## config.mk

```make
export PLATFORM = sky130hd
export DESIGN_NAME = fifo_rd_packer
export DESIGN_NICKNAME = d
export VERILOG_FILES = /design/src/rtl/fifo_pkg.sv /design/src/rtl/fifo_rd_packer_tmo.sv /design/src/rtl/fifo_rd_packer.sv
export SDC_FILE = /design/constraint.sdc
export NUM_CORES = 1
export LEC_CHECK = 0
export BUFFER_PORTS_ARGS = -buffer_cell sky130_fd_sc_hd__buf_2
export CAP_MARGIN = 20
export CORE_UTILIZATION = 45
export CTS_BUF_LIST = sky130_fd_sc_hd__clkbuf_4 sky130_fd_sc_hd__clkbuf_8
export DETAILED_ROUTE_END_ITERATION = 8
export GPL_ROUTABILITY_DRIVEN = 0
export GPL_TIMING_DRIVEN = 1
export PLACE_DENSITY = 0.66
export SLEW_MARGIN = 20
export SYNTH_ARGS = -nofsm -noshare
export SYNTH_HDL_FRONTEND = slang
export SYNTH_SLANG_ARGS = --single-unit
```

## constraint.sdc

```tcl
create_clock -name i_rclk -period 2.86 [get_ports i_rclk]
set_input_delay 0.143 -clock i_rclk [delete_from_list [all_inputs] [get_ports i_rclk]]
set_output_delay 0.143 -clock i_rclk [all_outputs]
set_load 0.005 [all_outputs]
```

## src/rtl/fifo_pkg.sv

```systemverilog
// -----------------------------------------------------------------------------
// fifo_pkg
// Definitions shared by the asynchronous FIFO and its read-side packer:
//   DSIZE_DEF / LANES_DEF : default entry width and packing factor.
//   MAX_LANES             : widest packing factor supported by the helpers.
//   cnt_width()           : bits needed for a counter holding 0..lanes.
//   keep_mask()           : lane-valid mask with the low n bits set.
// -----------------------------------------------------------------------------
package fifo_pkg;

  localparam int DSIZE_DEF = 8;
  localparam int LANES_DEF = 4;
  localparam int MAX_LANES = 16;

  // A counter that must hold LANES itself, not just LANES-1.
  function automatic int cnt_width(input int lanes);
    return $clog2(lanes + 1);
  endfunction

  function automatic logic [MAX_LANES-1:0] keep_mask(input int n);
    logic [MAX_LANES-1:0] m;
    m = '0;
    for (int i = 0; i < MAX_LANES; i++) begin
      if (i < n) m[i] = 1'b1;
    end
    return m;
  endfunction

endpackage

```

## src/rtl/fifo_rd_packer_tmo.sv

```systemverilog
// -----------------------------------------------------------------------------
// fifo_rd_packer_tmo
// Idle timer for the packer. Used only when FIFO_RD_PACKER_TIMEOUT_EN is
// defined. It counts cycles spent holding a partial word with no pop, and
// requests a flush once TMO idle cycles have elapsed and the slot is free.
// Ports:
//   i_rclk, i_rrst_n : clock, async active-low reset
//   cnt              : entries currently held by the accumulator
//   pop              : an entry is popped this cycle
//   slot_free        : output slot can take a word this cycle
//   flush            : load the partial word this cycle
// -----------------------------------------------------------------------------
module fifo_rd_packer_tmo
  import fifo_pkg::*;
#(
  parameter int LANES = LANES_DEF,
  parameter int TMO   = 16,
  parameter int CW    = cnt_width(LANES)
) (
  input  logic          i_rclk,
  input  logic          i_rrst_n,
  input  logic [CW-1:0] cnt,
  input  logic          pop,
  input  logic          slot_free,
  output logic          flush
);

  localparam logic [CW-1:0] FULL   = CW'(LANES);
  localparam logic [7:0]    TMO_V  = 8'(TMO);
  localparam logic [7:0]    TMO_M1 = 8'(TMO - 1);

  logic [7:0] idle;
  logic       partial;
  logic       req;

  assign partial = (cnt != '0) && (cnt < FULL);
  // The current idle cycle counts toward TMO, so the request is raised while
  // the counter still reads TMO-1; this makes the word appear TMO+1 cycles
  // after the last pop.
  assign req   = partial && !pop && (idle >= TMO_M1);
  assign flush = req && slot_free;

  always_ff @(posedge i_rclk or negedge i_rrst_n) begin
    if (!i_rrst_n) begin
      idle <= '0;
    end else if (pop || flush) begin
      idle <= '0;
    end else if (partial && (idle < TMO_V)) begin
      idle <= idle + 8'd1;
    end
  end

endmodule

```

## src/rtl/fifo_rd_packer.sv

```systemverilog
// -----------------------------------------------------------------------------
// fifo_rd_packer
// Read-side drain for the async FIFO: pops DSIZE-bit entries (first-word
// fall-through) and packs LANES of them, lane 0 first, into one wide word
// offered on a valid/ready interface. A full accumulator with a busy output
// slot stops popping, so nothing is dropped or duplicated.
// Optional feature: define FIFO_RD_PACKER_TIMEOUT_EN to flush a partial word
// after TMO idle cycles (o_keep then marks the filled lanes).
// Ports:
//   i_rclk, i_rrst_n : read clock, async active-low reset
//   i_rempty, i_rdata: FIFO read face;  o_rd : pop strobe
//   o_valid, i_ready : output handshake
//   o_data, o_keep   : packed word and lane-valid mask
// -----------------------------------------------------------------------------
module fifo_rd_packer
  import fifo_pkg::*;
#(
  parameter int DSIZE = DSIZE_DEF,
  parameter int LANES = LANES_DEF,
  parameter int TMO   = 16
) (
  input  logic                   i_rclk,
  input  logic                   i_rrst_n,
  input  logic                   i_rempty,
  input  logic [DSIZE-1:0]       i_rdata,
  output logic                   o_rd,
  output logic                   o_valid,
  input  logic                   i_ready,
  output logic [DSIZE*LANES-1:0] o_data,
  output logic [LANES-1:0]       o_keep
);

  localparam int            CW       = cnt_width(LANES);
  localparam int            LW       = $clog2(LANES);
  localparam int            WW       = DSIZE * LANES;
  localparam logic [CW-1:0] FULL     = CW'(LANES);
  localparam logic [CW-1:0] LAST     = CW'(LANES - 1);
  localparam logic [LANES-1:0] KEEP_ALL = LANES'(keep_mask(LANES));

  logic [WW-1:0]    acc, acc_n;
  logic [CW-1:0]    cnt;
  logic [LW-1:0]    lane;
  logic             pop;
  logic             slot_free;
  logic             complete;
  logic             flush;
  logic             load;
  logic [LANES-1:0] load_keep;

  assign slot_free = !o_valid || i_ready;
  assign o_rd      = !i_rempty && (cnt < FULL);
  assign pop       = o_rd;
  assign lane      = cnt[LW-1:0];
  assign complete  = (cnt == FULL) || (pop && (cnt == LAST));

  // Accumulator as it will look after this cycle's pop; loading from here lets
  // the last lane go straight into the slot without an extra cycle.
  always_comb begin
    // NOTE: default first so every path assigns acc_n and no latch is inferred.
    acc_n = acc;
    if (pop) acc_n[int'(lane)*DSIZE +: DSIZE] = i_rdata;
  end

`ifdef FIFO_RD_PACKER_TIMEOUT_EN
  fifo_rd_packer_tmo #(
    .LANES (LANES),
    .TMO   (TMO),
    .CW    (CW)
  ) u_tmo (
    .i_rclk    (i_rclk),
    .i_rrst_n  (i_rrst_n),
    .cnt       (cnt),
    .pop       (pop),
    .slot_free (slot_free),
    .flush     (flush)
  );
  assign load_keep = flush ? LANES'(keep_mask(int'(cnt))) : KEEP_ALL;
`else
  assign flush     = 1'b0;
  assign load_keep = KEEP_ALL;
`endif

  // A flush only fires with no pop and a partial count, so it never overlaps
  // a completing word.
  assign load = (complete || flush) && slot_free;

  always_ff @(posedge i_rclk or negedge i_rrst_n) begin
    if (!i_rrst_n) begin
      // NOTE: acc is a register bank, not RAM, so it is reset; unused lanes of
      // a flushed word then read as zero without extra masking.
      acc     <= '0;
      cnt     <= '0;
      o_valid <= 1'b0;
      o_keep  <= '0;
      o_data  <= '0;
    end else if (load) begin
      // NOTE: non-blocking so every register samples the pre-edge values.
      o_data  <= acc_n;
      o_keep  <= load_keep;
      o_valid <= 1'b1;
      acc     <= '0;
      cnt     <= '0;
    end else begin
      if (o_valid && i_ready) o_valid <= 1'b0;
      if (pop) begin
        acc <= acc_n;
        cnt <= cnt + CW'(1);
      end
    end
  end

endmodule

```

# After elaboration in Yosys (flattened, before gate mapping)
# Cells that the tools add are included.
# word_totals
word_cells	30
input_bits	12
ff_bits	69
output_inout_bits	38
# op_classes
n_mux	8
reduce_logical	10
eq_ne	2
magnitude_cmp	1
shift	2
n_addsub	2
# op_table
op	count
2-to-1 mux 32 bit	3
negation 5 -> 33 bit	1
variable shift 8 x 33 -> 32 bit, first input constant	1
variable part select 8 x 33 -> 32 bit	1
bitwise mux 32 bit	1
2-to-1 mux 3 bit	2
logical AND 1 bit	4
nonzero test 2 bit	2
adder 3 x 1 -> 3 bit, second input constant	1
equality test 3 x 2 -> 1 bit, second input constant	1
equality test 3 bit, second input constant	1
less-than comparator 3 bit, second input constant	1
zero test 1 bit	2
logical OR 1 bit	2
2-to-1 mux 1 bit	2

# Longest topological paths before layout
# Gate-level depths: netlist of the first run.
# logic_depth
ltp_word	6
ltp_mapped	9
mapped_depth_nobuf	5

# Worst setup path after synthesis of the first run
# No wires, ideal clock.
# synth_timing
path_kind	reg2reg
from	reg cnt[0]
to	reg o_data[16]
stages_incl_launch_ff	8
n_path_buf	2
t_arrival_ns	2.135
required_time_ns	2.796
setup_time_ns	0.064
path_slack_ns	0.661
synth_period_minus_slack_ns	2.199
cell_sequence	dfrtp_1 -> clkbuf_1 -> inv_1 -> ha_1 -> clkbuf_1 -> nor4b_2 -> a32o_1 -> mux2_2
# synth_via
elab_chain_cells	5
word_cells_on_any_way	12
cone_classes	add/sub (1); order compare (1); eq/ne (2); shift (2); mux (2); reduce/logical (4)
# synth_rtl
element	line	text
from (decl)	fifo_rd_packer.sv:41	logic [CW-1:0] cnt;
from (signal assigned)	fifo_rd_packer.sv:107	cnt <= cnt + CW'(1);
branches (longest 5 deep; another with negation 5 -> 33 bit)	-	
to (signal assigned)	fifo_rd_packer.sv:98	o_data <= acc_n;
to (decl)	fifo_rd_packer.sv:29	output logic [DSIZE*LANES-1:0] o_data,
# Several ways; the timed one is not identified.
# A chain may end at the register's enable or synchronous reset.

# Worst setup path in the final report of the first run
# layout_timing
from	reg cnt[1]
to	reg o_data[6]
# The elaborated chain is that of the path after synthesis.

==> results of run 1 <==
flip-flops by register name, summed over array words and instances, names as in the netlist:
register and count:
cnt 3, o_valid 1, o_keep 1, acc 32
o_data 32
per-layer routing:
layer  vias to the layer above  wire length [um]
li1                        999                 -
met1                       992              3000
met2                        37              2850
met3                        14               219
met4                         0               106
met5                         -                 0
area by class of cell:
type | instances | area [sq um] | share of cell area (%)
Sequential cell | 69 | 1730 | 46.2
Clock buffer | 11 | 139 | 3.72
Tap cell | 96 | 120 | 3.22
Inverter | 22 | 82.6 | 2.21
Clock inverter | 4 | 73.8 | 1.98
Multi-Input combinational cell | 156 | 1270 | 33.9
Timing Repair Buffer | 58 | 325 | 8.71
power by group through the flow:
stage / Combinational (W) / Sequential, W / Clock (W)
floorplan: 0.000781 / 0.00119 / 0
global placement: 0.00104 / 0.00119 / 0
detailed placement: 0.00105 / 0.00120 / 0
CTS: 0.00106 / 0.00118 / 0.000885
global route: 0.00117 / 0.00119 / 0.000926
finish: 0.00105 / 0.00118 / 0.000866
cells by family after synthesis:
group / count (synthesis) / share of synthesized area (%)
AND/OR/NAND/NOR: 82 / 16.0
flip-flops: 69 / 54.2
multiplexers: 44 / 14.3
buffers and inverters: 42 / 6.21
AO/OA/AOI/OAI: 23 / 6.60
adder cells (fa/ha/maj): 6 / 2.36
XOR/XNOR: 1 / 0.275
stage by stage:
step / instance area, sq um / std cells / total power [W]
2_1_floorplan: 3180 / 267 / 0.00197
3_3_place_gp: 3520 / 401 / 0.00224
3_5_place_dp: 3520 / 401 / 0.00225
4_1_cts: 3730 / 416 / 0.00312
5_1_grt: 3730 / 416 / 0.00329
6_report: 3730 / 416 / 0.00309
cells in the final DEF, fill, tap and decap left out:
master / synthesis / final
and2_1: 20 / 20
buf_2: 5 / 49
or3b_1: 3 / 3
or2_2: 1 / 1
nor2b_1: 14 / 14
nor4b_2: 2 / 2
clkbuf_4: 0 / 2
dfrtp_1: 69 / 69
inv_1: 22 / 22
a21oi_4: 0 / 1
clkinv_2: 0 / 1
buf_12: 0 / 1
buf_4: 7 / 8
ha_1: 6 / 6
and4b_1: 2 / 2
xnor2_1: 1 / 1
a21oi_1: 1 / 1
clkbuf_8: 0 / 9
nor2_1: 24 / 24
and4bb_2: 1 / 1
nand3b_1: 1 / 1
nand2_1: 2 / 2
or3b_2: 1 / 1
clkinv_4: 0 / 1
bufinv_16: 0 / 2
a32o_1: 13 / 13
nor4bb_1: 2 / 2
nor3b_1: 9 / 9
mux2i_1: 31 / 31
mux2_2: 13 / 13
a32oi_1: 7 / 7
o21ai_0: 1 / 1
worst max-delay path: stages (launching register included):
cell	delay, ns
dfrtp_1	0.39
ha_1	0.26
ha_1	0.16
or3b_1	0.40
a21oi_4	0.36
buf_12	0.25
buf_4	0.20
mux2i_1	0.19
how the worst min path moves through the flow:
stage / endpoint / start
6_report: o_data[28] / i_rrst_n
5_1_grt: o_data[28] / i_rrst_n
4_1_cts: o_data[28] / i_rrst_n
3_5_place_dp: o_data[28] / i_rrst_n
3_3_place_gp: o_data[28] / i_rrst_n
2_1_floorplan: acc[0] / i_rrst_n
==> results.py, run 1 <==
metrics = {
    "pwr": {
        "swShare_pct": 33.5,
        "max-vdd-ir-drop_mv": 0.335,
        "intPower_w": 0.00206,
        "pwr-share-clk_pct": 28.0,
        "switchingPower_w": 0.00104,
        "static-leakage-power_nw": 1.87,
        "p_comb_share_pct": 33.9,
        "p_per_area_nw_per_um2": 828,
        "power_frac_seq_pct": 38.1,
    },
    "job": {
        "cap_violations": 0,
    },
    "grt": {
        "first_global_vias": 2081,
        "grt_overflow": 0,
        "grt_pass1_wl_um": 10600,
        "grtUsageMet2_pct": 27.3,
        "antenna_found_initial": 0,
        "grt_max_degree": 70,
        "use_met1_pct": 27.4,
        "busiest_layer": "met1",
        "grt.total_usage_pct": 19.0,
        "use_met3_pct": 4.43,
    },
    "yosys": {
        "synth-async-reset-ratio_pct": 100,
        "ys_top_cells_by_area": "dfrtp_1 54%, mux2i_1 9.7%, mux2_2 4.6%, a32o_1 4.1%, and2_1 3.9%",
        "synth_top_cell_area_share_pct": 54.2,
        "yosysSeqAreaShare_pct": 54.2,
        "synth_cell_types": 28,
        "syn_area_per_cell_sq_um": 11.9,
        "syn_inst": 267,
        "yosysTopAreaCell": "dfrtp_1",
        "yosysMostFrequentCell": "dfrtp_1",
        "ys.flop_type": "dfrtp_1",
        "ys_ff_latch": 69,
        "synth_nets": 285,
        "synthTopCellsByCount": "69 x dfrtp_1, 31 x mux2i_1, 24 x nor2_1, 22 x inv_1, 20 x and2_1",
        "netlist_area_sq_um": 3180,
        "ys_warn_count": 0,
        "synth_edf_count": 0,
    },
    "clock_network": {
        "cts_root_buf": "clkbuf_8",
        "htreeDepth": 3,
        "clk_pin_slew_ns": 0.07,
        "worstSkewPairLatency_ns": 0.35,
        "cts_hold_buf": 0,
        "cts_buffers": 9,
        "cts_setup_buffers": 0,
        "cts.sinks": 69,
        "cts_buffer_depth": 2,
        "cts_tree": "yes",
        "cts_resized": 0,
    },
    "hold_path": {
        "hp-class": "input port to asynchronous set/reset pin",
    },
    "sta": {
        "drv_slew": 0,
        "setup-violations-final": 0,
        "max_slew_margin_pct": 42.6,
        "hold_violations": 19,
        "layout_setup_ws_ns": 0.545,
        "fmax_ghz": 0.432,
        "fin_skew_ns": 0.0104,
        "hold-worst-slack_ns": -0.0437,
        "fin_crit_sh_pct": 80.9,
        "tns_ns": 0,
        "finalCriticalPeriod_ns": 2.32,
        "rsz0062_at_grt": "false",
        "worst_pin_slew_ns": 0.861,
    },
    "floorplan": {
        "io-pin-count": 50,
        "die_x_um": 86.1,
        "core_area_sq_um": 6830,
        "rows": 30,
        "start_util_pct": 46.6,
        "chipHeight_um": 86.1,
        "design.die.area_sq_um": 7420,
    },
    "route": {
        "drt-pass1-iter-count": 4,
        "wl_um": 6180,
        "vias": 2042,
        "drt_iter0_drc": 206,
        "via_per_inst": 4.91,
        "drc": 0,
        "routedWlPerCell_um": 14.8,
        "antenna_left": 0,
    },
    "layout": {
        "nets": 334,
        "drive_above_1_share_pct": 28.7,
        "synthToLayoutAreaGrowth_pct": 17.3,
        "utilization_pct": 54.7,
        "n_antenna_cell": 0,
        "fill_cells": 634,
    },
    "critical_path": {
        "worstSetupPathType": "flip-flop to flip-flop",
        "path_max_fanout": 34,
        "r2r-start": "cnt[1]",
        "worstSetupStartpoint": "cnt[1]",
        "worstPathArrival_ns": 2.58,
        "reg2reg_depth": 7,
        "endpoint": "o_data[6]",
        "start_kind": "flip-flop",
        "required_ns": 3.12,
        "r2r-end": "o_data[6]",
        "r2r_slack_ns": 0.54,
        "critPathCaptureType": "flip-flop",
    },
    "run_status": {
        "outcome": "finished with violations",
        "violations": "hold timing",
    },
    "place": {
        "io_buffers": 49,
        "dp_slack_ns": 0.537,
        "hpwl_um": 4050,
    },
}
Note: power is estimated with default switching activity, not from simulation.
==> run 2, diff against run 1 <==
- ABC_AREA: default -> 1
- clock period: 2.86 -> 2.4 ns (I/O delays scaled with it)
==> results.py, run 2 <==
metrics = {
    "layout": {
        "regArea_sq_um": 1730,
        "fill_cells": 646,
        "utilization_pct": 54.9,
        "n_antenna_cell": 0,
        "synthToLayoutAreaGrowth_pct": 14.8,
        "reg_top3": "acc x32, o_data x32, cnt x3",
        "final_cell_mix": "190 x nand2_1, 69 x dfrtp_1, 49 x buf_2",
        "drive_above_1_share_pct": 18.5,
        "final_common_cell": "nand2_1",
        "nets": 448,
        "final_area_sq_um": 3580,
        "multi_input_area_sq_um": 1220,
    },
    "pwr": {
        "power_w": 0.00339,
        "max-vdd-ir-drop_mv": 0.475,
        "static-leakage-power_nw": 2.12,
        "p_per_area_nw_per_um2": 947,
    },
    "yosys": {
        "yosysTopAreaCell": "dfrtp_1",
        "ys_warn_count": 0,
        "synth-async-reset-ratio_pct": 100,
        "yosysSeqAreaShare_pct": 55.3,
        "syn_inst": 379,
        "synth_edf_count": 0,
        "synthTopCellsByCount": "190 x nand2_1, 69 x dfrtp_1, 22 x a21oi_1, 16 x inv_1, 14 x nor2_1",
        "syn_area_per_cell_sq_um": 8.23,
        "ys_top_cells_by_area": "dfrtp_1 55%, nand2_1 23%, a21oi_1 3.5%, ha_1 2.4%, inv_1 1.9%",
        "synth_top_cell_area_share_pct": 55.3,
        "ys.flop_type": "dfrtp_1",
        "synth_cell_types": 22,
        "netlist_area_sq_um": 3120,
        "synth_nets": 397,
        "yosysMostFrequentCell": "nand2_1",
        "ys_ff_latch": 69,
    },
    "place": {
        "io_buffers": 49,
        "hpwl_um": 4520,
        "place_area_sq_um": 3420,
    },
    "route": {
        "antenna_left": 0,
        "drt_iter0_drc": 138,
        "vias": 2455,
        "via_per_inst": 4.81,
        "drc": 0,
        "wl_um": 6580,
        "drt-pass1-iter-count": 4,
        "routedWlPerCell_um": 12.9,
    },
    "clock_network": {
        "cts.sinks": 69,
        "cts_tree": "yes",
        "worstSkewPairLatency_ns": 0.34,
        "htreeDepth": 3,
        "cts_buffer_depth": 2,
        "cts_root_buf": "clkbuf_8",
        "cts_buffers": 9,
        "clk_pin_slew_ns": 0.07,
    },
    "critical_path": {
        "critPathCaptureType": "flip-flop",
        "worstSetupStartpoint": "cnt[0]",
        "slowest_delay_ns": 0.49,
        "path_delay_family": "simple AND/OR/NAND/NOR gates",
        "worstSetupPathType": "flip-flop to flip-flop",
        "start_kind": "flip-flop",
        "worstPathArrival_ns": 2.32,
        "crit_chain": "clkinv_1, ha_1, nor2_1, nand2_1, o21ai_0, and2_1",
        "required_ns": 2.67,
        "path_buf_inv": 1,
        "crit_slowest_cell": "dfrtp_1",
        "r2r-start": "cnt[0]",
        "path_max_fanout": 9,
    },
    "grt": {
        "grt_overflow": 0,
        "grt_pass1_wl_um": 11400,
        "first_global_vias": 2392,
        "antenna_found_initial": 0,
        "grt.total_usage_pct": 20.4,
        "grt_max_degree": 46,
    },
    "floorplan": {
        "io-pin-count": 50,
        "chipHeight_um": 85.3,
        "rows": 29,
        "design.die.area_sq_um": 7270,
        "die_x_um": 85.3,
        "start_util_pct": 47.8,
        "core_area_sq_um": 6530,
    },
    "sta": {
        "hold_violations": 0,
        "fmax_ghz": 0.489,
        "worst_pin_slew_ns": 0.773,
        "tns_ns": 0,
        "setup-violations-final": 0,
        "finalCriticalPeriod_ns": 2.04,
        "max_slew_margin_pct": 48.5,
        "rsz0062_at_grt": "false",
        "drv_slew": 0,
        "fin_skew_ns": 0.00824,
        "fin_crit_sh_pct": 85.2,
    },
    "run_status": {
        "outcome": "completed",
    },
    "hold_path": {
        "hp-class": "input port to flip-flop",
        "hp-start": "i_ready",
    },
    "job": {
        "cap_violations": 0,
    },
}
==> run 2: cell families (layout without fill, tap and decap cells) <==
kind of cell	Yosys count	in the layout	synth area share, %
AOI/OAI and AO/OA	32	32	5.37
adders and majority gates	6	6	2.41
DFF	69	69	55.3
buffers and inverters	33	87	5.53
and+or+nand+nor	239	239	31.4
==> run 2: worst paths after layout <==
| kind | cells after the start | end | slack [ns] |
|---|---|---|---|
| max | 6 | acc[2] | 0.36 |
| min | 4 | o_valid | 0.07 |
| max reg2reg | 6 | acc[2] | 0.36 |
| min reg2reg | 2 | o_data[1] | 0.47 |
| max in group asynchronous | 3 | acc[2] | 1.34 |
| min in group asynchronous | 2 | o_data[1] | 0.39 |
==> run 2: metrics by stage <==
step | setup WS (ns) | std cells | hold WS (ns)
after floorplan | 0.552 | 379 | -0.176
after global placement | 0.434 | 495 | 0.238
after detailed placement | 0.377 | 495 | 0.245
after CTS | 0.348 | 510 | 0.0622
after global routing | 0.147 | 510 | 0.103
final | 0.355 | 510 | 0.0714
==> run 2: report_power, final <==
group / switching, W / internal [W]
Combinational: 0.000779 / 0.000379
Clock: 0.000404 / 0.000382
Sequential: 0.0000985 / 0.00135
==> run 2: repair_timing <==
| action | 4_1_cts | 5_1_grt |
|---|---|---|
| setup buffers | 0 | 0 |
| hold endpoints to repair | 33 | 0 |
| resized for setup | 0 | 0 |
| hold buffers | 1 | 0 |
==> run 2: worst reg2reg max path: stages, from the launching register on <==
cell      delay, ns
dfrtp_1        0.49
clkinv_1       0.16
ha_1           0.38
nor2_1         0.43
nand2_1        0.12
o21ai_0        0.24
and2_1         0.16
==> run 2: metal layers <==
metal | wire length [um] | share of wire, % | track usage, %
met4 | 109 | 1.7 | 7.42
met2 | 3040 | 46 | 31.2
met5 | 0 | 0 | 0
met3 | 208 | 3.2 | 5.06
met1 | 3220 | 49 | 28.4
==> run 2: layout make-up <==
class	instances	area share, %
clock buffers	11	3.88
clock inverters	3	0.419
inverters	18	1.89
multi-input cells	277	34.1
flip-flops and latches	69	48.2
well taps	77	2.69
repair buffers	55	8.87
